==> config.mk <==
export PLATFORM = sky130hd
export DESIGN_NAME = iir_decim
export DESIGN_NICKNAME = d
export VERILOG_FILES = /design/src/rtl/iir_pkg.sv /design/src/rtl/iir_sync_fifo.sv /design/src/rtl/iir_decim.sv
export SDC_FILE = /design/constraint.sdc
export NUM_CORES = 1
export LEC_CHECK = 0
export CORE_MARGIN = 4
export CORE_UTILIZATION = 43
export DETAILED_ROUTE_END_ITERATION = 7
export GPL_ROUTABILITY_DRIVEN = 0
export PLACE_DENSITY_LB_ADDON = 0.05
export SLEW_MARGIN = 20
export SYNTH_ARGS = -nofsm -noshare
export SYNTH_HDL_FRONTEND = slang
export SYNTH_SLANG_ARGS = --single-unit
==> constraint.sdc <==
create_clock -name CLK -period 3.14 [get_ports CLK]
set_input_delay 0.628 -clock CLK [delete_from_list [all_inputs] [get_ports CLK]]
set_output_delay 0.628 -clock CLK [all_outputs]
set_load 0.01 [all_outputs]
==> src/rtl/iir_pkg.sv <==
// Shared types and helpers for the IIR filter chain.
package iir_pkg;
  localparam int unsigned SAMPLE_W = 16;

  typedef logic signed [SAMPLE_W-1:0] sample_t;

  function automatic int unsigned clog2(input int unsigned v);
    int unsigned r;
    r = 0;
    for (int unsigned p = 1; p < v; p = p << 1) r++;
    return r;
  endfunction
endpackage

==> src/rtl/iir_sync_fifo.sv <==
// Show-ahead synchronous FIFO with wrap-bit pointers and a registered fill count.
module iir_sync_fifo
  import iir_pkg::*;
#(
  parameter int unsigned WIDTH = SAMPLE_W,
  parameter int unsigned DEPTH = 8
) (
  input  logic                   clk,
  input  logic                   rst,
  input  logic                   push,
  input  logic                   pop,
  input  logic [WIDTH-1:0]       wdata,
  output logic [WIDTH-1:0]       rdata,
  output logic                   valid,
  output logic                   full,
  output logic [clog2(DEPTH):0]  fill
);
  localparam int unsigned AW = clog2(DEPTH);

  logic [WIDTH-1:0] mem [DEPTH];
  logic [AW:0]      wr_ptr, rd_ptr;
  logic [WIDTH-1:0] last;
  logic             do_push, do_pop;

  assign valid   = (wr_ptr != rd_ptr);
  assign full    = (wr_ptr[AW] != rd_ptr[AW]) && (wr_ptr[AW-1:0] == rd_ptr[AW-1:0]);
  assign do_pop  = pop && valid;
  // A full FIFO still accepts a write when the head leaves on the same edge.
  assign do_push = push && (!full || do_pop);
  assign rdata   = valid ? mem[rd_ptr[AW-1:0]] : last;

  always_ff @(posedge clk or posedge rst) begin
    if (rst) begin
      wr_ptr <= '0;
      rd_ptr <= '0;
      fill   <= '0;
      last   <= '0;
    end else begin
      if (do_push) wr_ptr <= wr_ptr + 1'b1;
      if (do_pop) begin
        rd_ptr <= rd_ptr + 1'b1;
        last   <= mem[rd_ptr[AW-1:0]];
      end
      case ({do_push, do_pop})
        2'b10:   fill <= fill + 1'b1;
        2'b01:   fill <= fill - 1'b1;
        default: fill <= fill;
      endcase
    end
  end

  always_ff @(posedge clk) begin
    if (do_push) mem[wr_ptr[AW-1:0]] <= wdata;
  end
endmodule

==> src/rtl/iir_decim.sv <==
// Boxcar decimator: averages DECIM input samples into one output queued in a FIFO.
module iir_decim
  import iir_pkg::*;
#(
  parameter int unsigned DECIM = 4,
  parameter int unsigned DEPTH = 8
) (
  input  logic                  CLK,
  input  logic                  RESET,
  input  logic                  I_DV,
  input  logic [SAMPLE_W-1:0]   DI,
  output logic                  O_DV,
  output logic [SAMPLE_W-1:0]   DO,
  input  logic                  I_RDY,
  output logic                  OVF,
  output logic [clog2(DEPTH):0] FILL
);
  localparam int unsigned LD    = clog2(DECIM);
  localparam int unsigned ACC_W = SAMPLE_W + LD;

  logic        [LD-1:0]       phase;
  logic signed [ACC_W-1:0]    acc, sum;
  logic        [SAMPLE_W-1:0] result;
  logic                       group_end, pop, full;

  assign sum       = acc + {{LD{DI[SAMPLE_W-1]}}, DI};
  // Dropping the low LD bits of a signed sum is an arithmetic shift with floor rounding.
  assign result    = sum[ACC_W-1:LD];
  assign group_end = I_DV && (phase == LD'(DECIM - 1));
  assign pop       = O_DV && I_RDY;

  always_ff @(posedge CLK or posedge RESET) begin
    if (RESET) begin
      phase <= '0;
      acc   <= '0;
      OVF   <= 1'b0;
    end else begin
      if (I_DV) begin
        if (group_end) begin
          phase <= '0;
          acc   <= '0;
        end else begin
          phase <= phase + 1'b1;
          acc   <= sum;
        end
      end
      if (group_end && full && !pop) OVF <= 1'b1;
    end
  end

  iir_sync_fifo #(
    .WIDTH (SAMPLE_W),
    .DEPTH (DEPTH)
  ) u_fifo (
    .clk   (CLK),
    .rst   (RESET),
    .push  (group_end),
    .pop   (I_RDY),
    .wdata (result),
    .rdata (DO),
    .valid (O_DV),
    .full  (full),
    .fill  (FILL)
  );
endmodule

==> impl_metrics.ini <==
[sta]
hold_viol = 0
fin_crit_sh_pct = 97.05
fmax_mhz = 328.1
worst_slack_ns = 0.09252
drv_slew = 0
setup-violations-final = 0
fin_worst_skew_ns = 0.01111
max-slew-margin-rel_pct = 44.80
hold_slack_ns = 0.4651
tightest_slew_ns = 0.8221
period_needed_ns = 3.047

[pwr]
ir_drop_v = 0.0006418
p_per_area_nw_per_um2 = 1112
leakagePower_nw = 3.622
fin_total_pwr_mw = 10.76

[global_route]
grt.total_usage_pct = 16.99
grt_pass1_vias = 4644
overflow = 0
grt_antenna_before_repair = 0
grt_max_degree = 35
grt_pass1_wl_mm = 25.85

[synth]
ys_seq_elements = 177
yosysWarnings = 0
ys_types = 47
syn_area_um2 = 7838
synth_ff_type = edfxtp_1
synth-edff-count = 128
ys_seq_area_share_pct = 64.69
syn_avg_cell_area_um2 = 15.34
syn_inst = 511
async_reset_ff_share_pct = 27.68
syn_nets = 555

[detailed_routing]
avgRoutedWirePerCell_um = 19.25
ant_nets = 0
drc_errors = 0
drtIter0Drc = 207
wirelength_mm = 16.17
vias = 4552
firstDrtPassIters = 4
routed_via_density = 5.419

[hold_path]
worstHoldStart = u_fifo.fill[3]
hp-class = register to register

[job]
drv_cap = 0

[clock_network]
cts_buffers = 17
htreeDepth = 4
cts_sinks = 177
clkTransAtPathRegs_ns = 0.07
clkLatencyLatePin_ns = 0.42
cts_max_path_buffers = 2
root_buffer = clkbuf_16
cts_tree = built

[finish]
mostFrequentLayoutCell = edfxtp_1
mostFrequentLayoutCells = edfxtp_1, dfrtp_1, buf_4
diodes = 0
nets = 642
drive_gt1_share_pct = 24.55
syn_to_final_growth_pct = 23.39

[critical_path]
startpoint = u_fifo.rd_ptr[0]
worstPathArrival_ns = 2.42
rr_startpoint = acc[0]
endpoint_kind = primary output
crit_required_ns = 2.51
start_kind = register
crit_fanout = 6
path_class = register to primary output

[outcome]
status = completed

[place]
dp_hpwl_mm = 10.81
portBuffers = 41
dpl_worst_slack_ns = -0.2941

[die]
dieArea_um2 = 20450
io_pins = 42
core.rowCount = 49
fp.dieH_um = 143.0
core-area_um2 = 17960
die_x_um = 143.0
start_util_pct = 43.63
## critical path: stages (launching register included)
cell,delay (ns)
dfrtp_2,0.37
buf_12,0.14
clkbuf_16,0.16
mux4_2,0.50
mux2i_2,0.24
a21oi_1,0.11
clkdlybuf4s50_1,0.48
## final cells by class
| type | instances | area [µm²] |
|---|---|---|
| fill | 1475 | 8293 |
| inverter | 6 | 22.52 |
| clock buffer | 20 | 446.7 |
| timing repair buffer | 93 | 939.7 |
| multi-input combinational | 303 | 2783 |
| tap | 229 | 286.5 |
| clock inverter | 12 | 121.4 |
| sequential | 177 | 5071 |
## layer usage
metal / part of all wire (%) / vias to the layer above / track usage (%)
met1: 48 / 2305 / 23.74
met4: 0.95 / 0 / 4.652
met5: 0 / - / 0
li1: - / 2134 / -
met2: 48 / 99 / 27.03
met3: 3.6 / 14 / 3.952
## cell usage after synthesis, types with 6 or more instances
| master | number | area [µm²] |
|---|---|---|
| mux2i_1 | 16 | 160.2 |
| clkbuf_1 | 12 | 45.04 |
| buf_2 | 7 | 35.03 |
| mux4_2 | 32 | 720.7 |
| a21oi_1 | 33 | 165.2 |
| xor2_1 | 16 | 140.1 |
| dfrtp_1 | 49 | 1226 |
| o21ai_0 | 28 | 140.1 |
| xnor2_1 | 15 | 131.4 |
| nor2_1 | 26 | 97.59 |
| ha_1 | 23 | 287.8 |
| a22o_1 | 14 | 122.6 |
| nand4_1 | 6 | 37.54 |
| nand2_1 | 41 | 153.9 |
| edfxtp_1 | 128 | 3844 |
## through the flow
| step | cell area [µm²] | utilization, % | setup TNS [ns] | std cells |
|---|---|---|---|---|
| 2_1_floorplan | 7838 | - | -0.1765 | 511 |
| 4_1_cts | 9544 | 53.13 | -0.1522 | 838 |
| 6_report | 9671 | 53.83 | 0 | 840 |
| 3_3_place_gp | 8864 | 49.34 | -2.628 | 805 |
| 3_5_place_dp | 8864 | 49.34 | -8.470 | 805 |
| 5_1_grt | 9671 | 53.83 | -0.005767 | 840 |
## final timing paths
check / end / slack (ns) / cells past startpoint
max: DO[9] / 0.09 / 6
min: u_fifo.fill[3] / 0.47 / 1
max reg2reg: acc[14] / 0.39 / 9
min reg2reg: u_fifo.fill[3] / 0.47 / 1
max in group asynchronous: u_fifo.rd_ptr[0] / 1.97 / 3
min in group asynchronous: u_fifo.last[9] / 0.60 / 2
## cells by family (layout without fill, tap and decap cells)
family                     count (synthesis)  count (layout)  share of synthesized area (%)
buffers and inverters                     31             131                          1.820
AOI/OAI and AO/OA                         98              98                          8.349
DFF                                      177             177                          64.69
muxes                                     53              53                          11.96
and+or+nand+nor                           96              96                          5.587
xor gates and xnor gates                  32              32                          3.672
adders and majority gates                 24              24                          3.927
## flip-flops by register name (all words and copies together), names as in the netlist
signal / flops
u_fifo.fill: 4
OVF: 1
acc: 18
u_fifo.last: 16
u_fifo.mem: 128
u_fifo.wr_ptr: 4
u_fifo.rd_ptr: 4
phase: 2
## power breakdown
part | total [mW] | leakage, nW | switching (mW) | internal [mW]
clock | 2.03 | 0.265 | 0.897 | 1.13
sequential | 3.80 | 1.75 | 0.266 | 3.54
combinational | 4.92 | 1.60 | 2.59 | 2.33
total | 10.8 | 3.62 | 3.75 | 7.00
## repair_timing
item / CTS / global route
hold endpoints to repair: 0 / 0
resized for setup: 16 / 21
buffers inserted: 0 / 1
hold buffers: 0 / 0
cloned: 1 / 1
setup endpoints to repair: 10 / 14
Note: power is estimated with default switching activity, not from simulation.
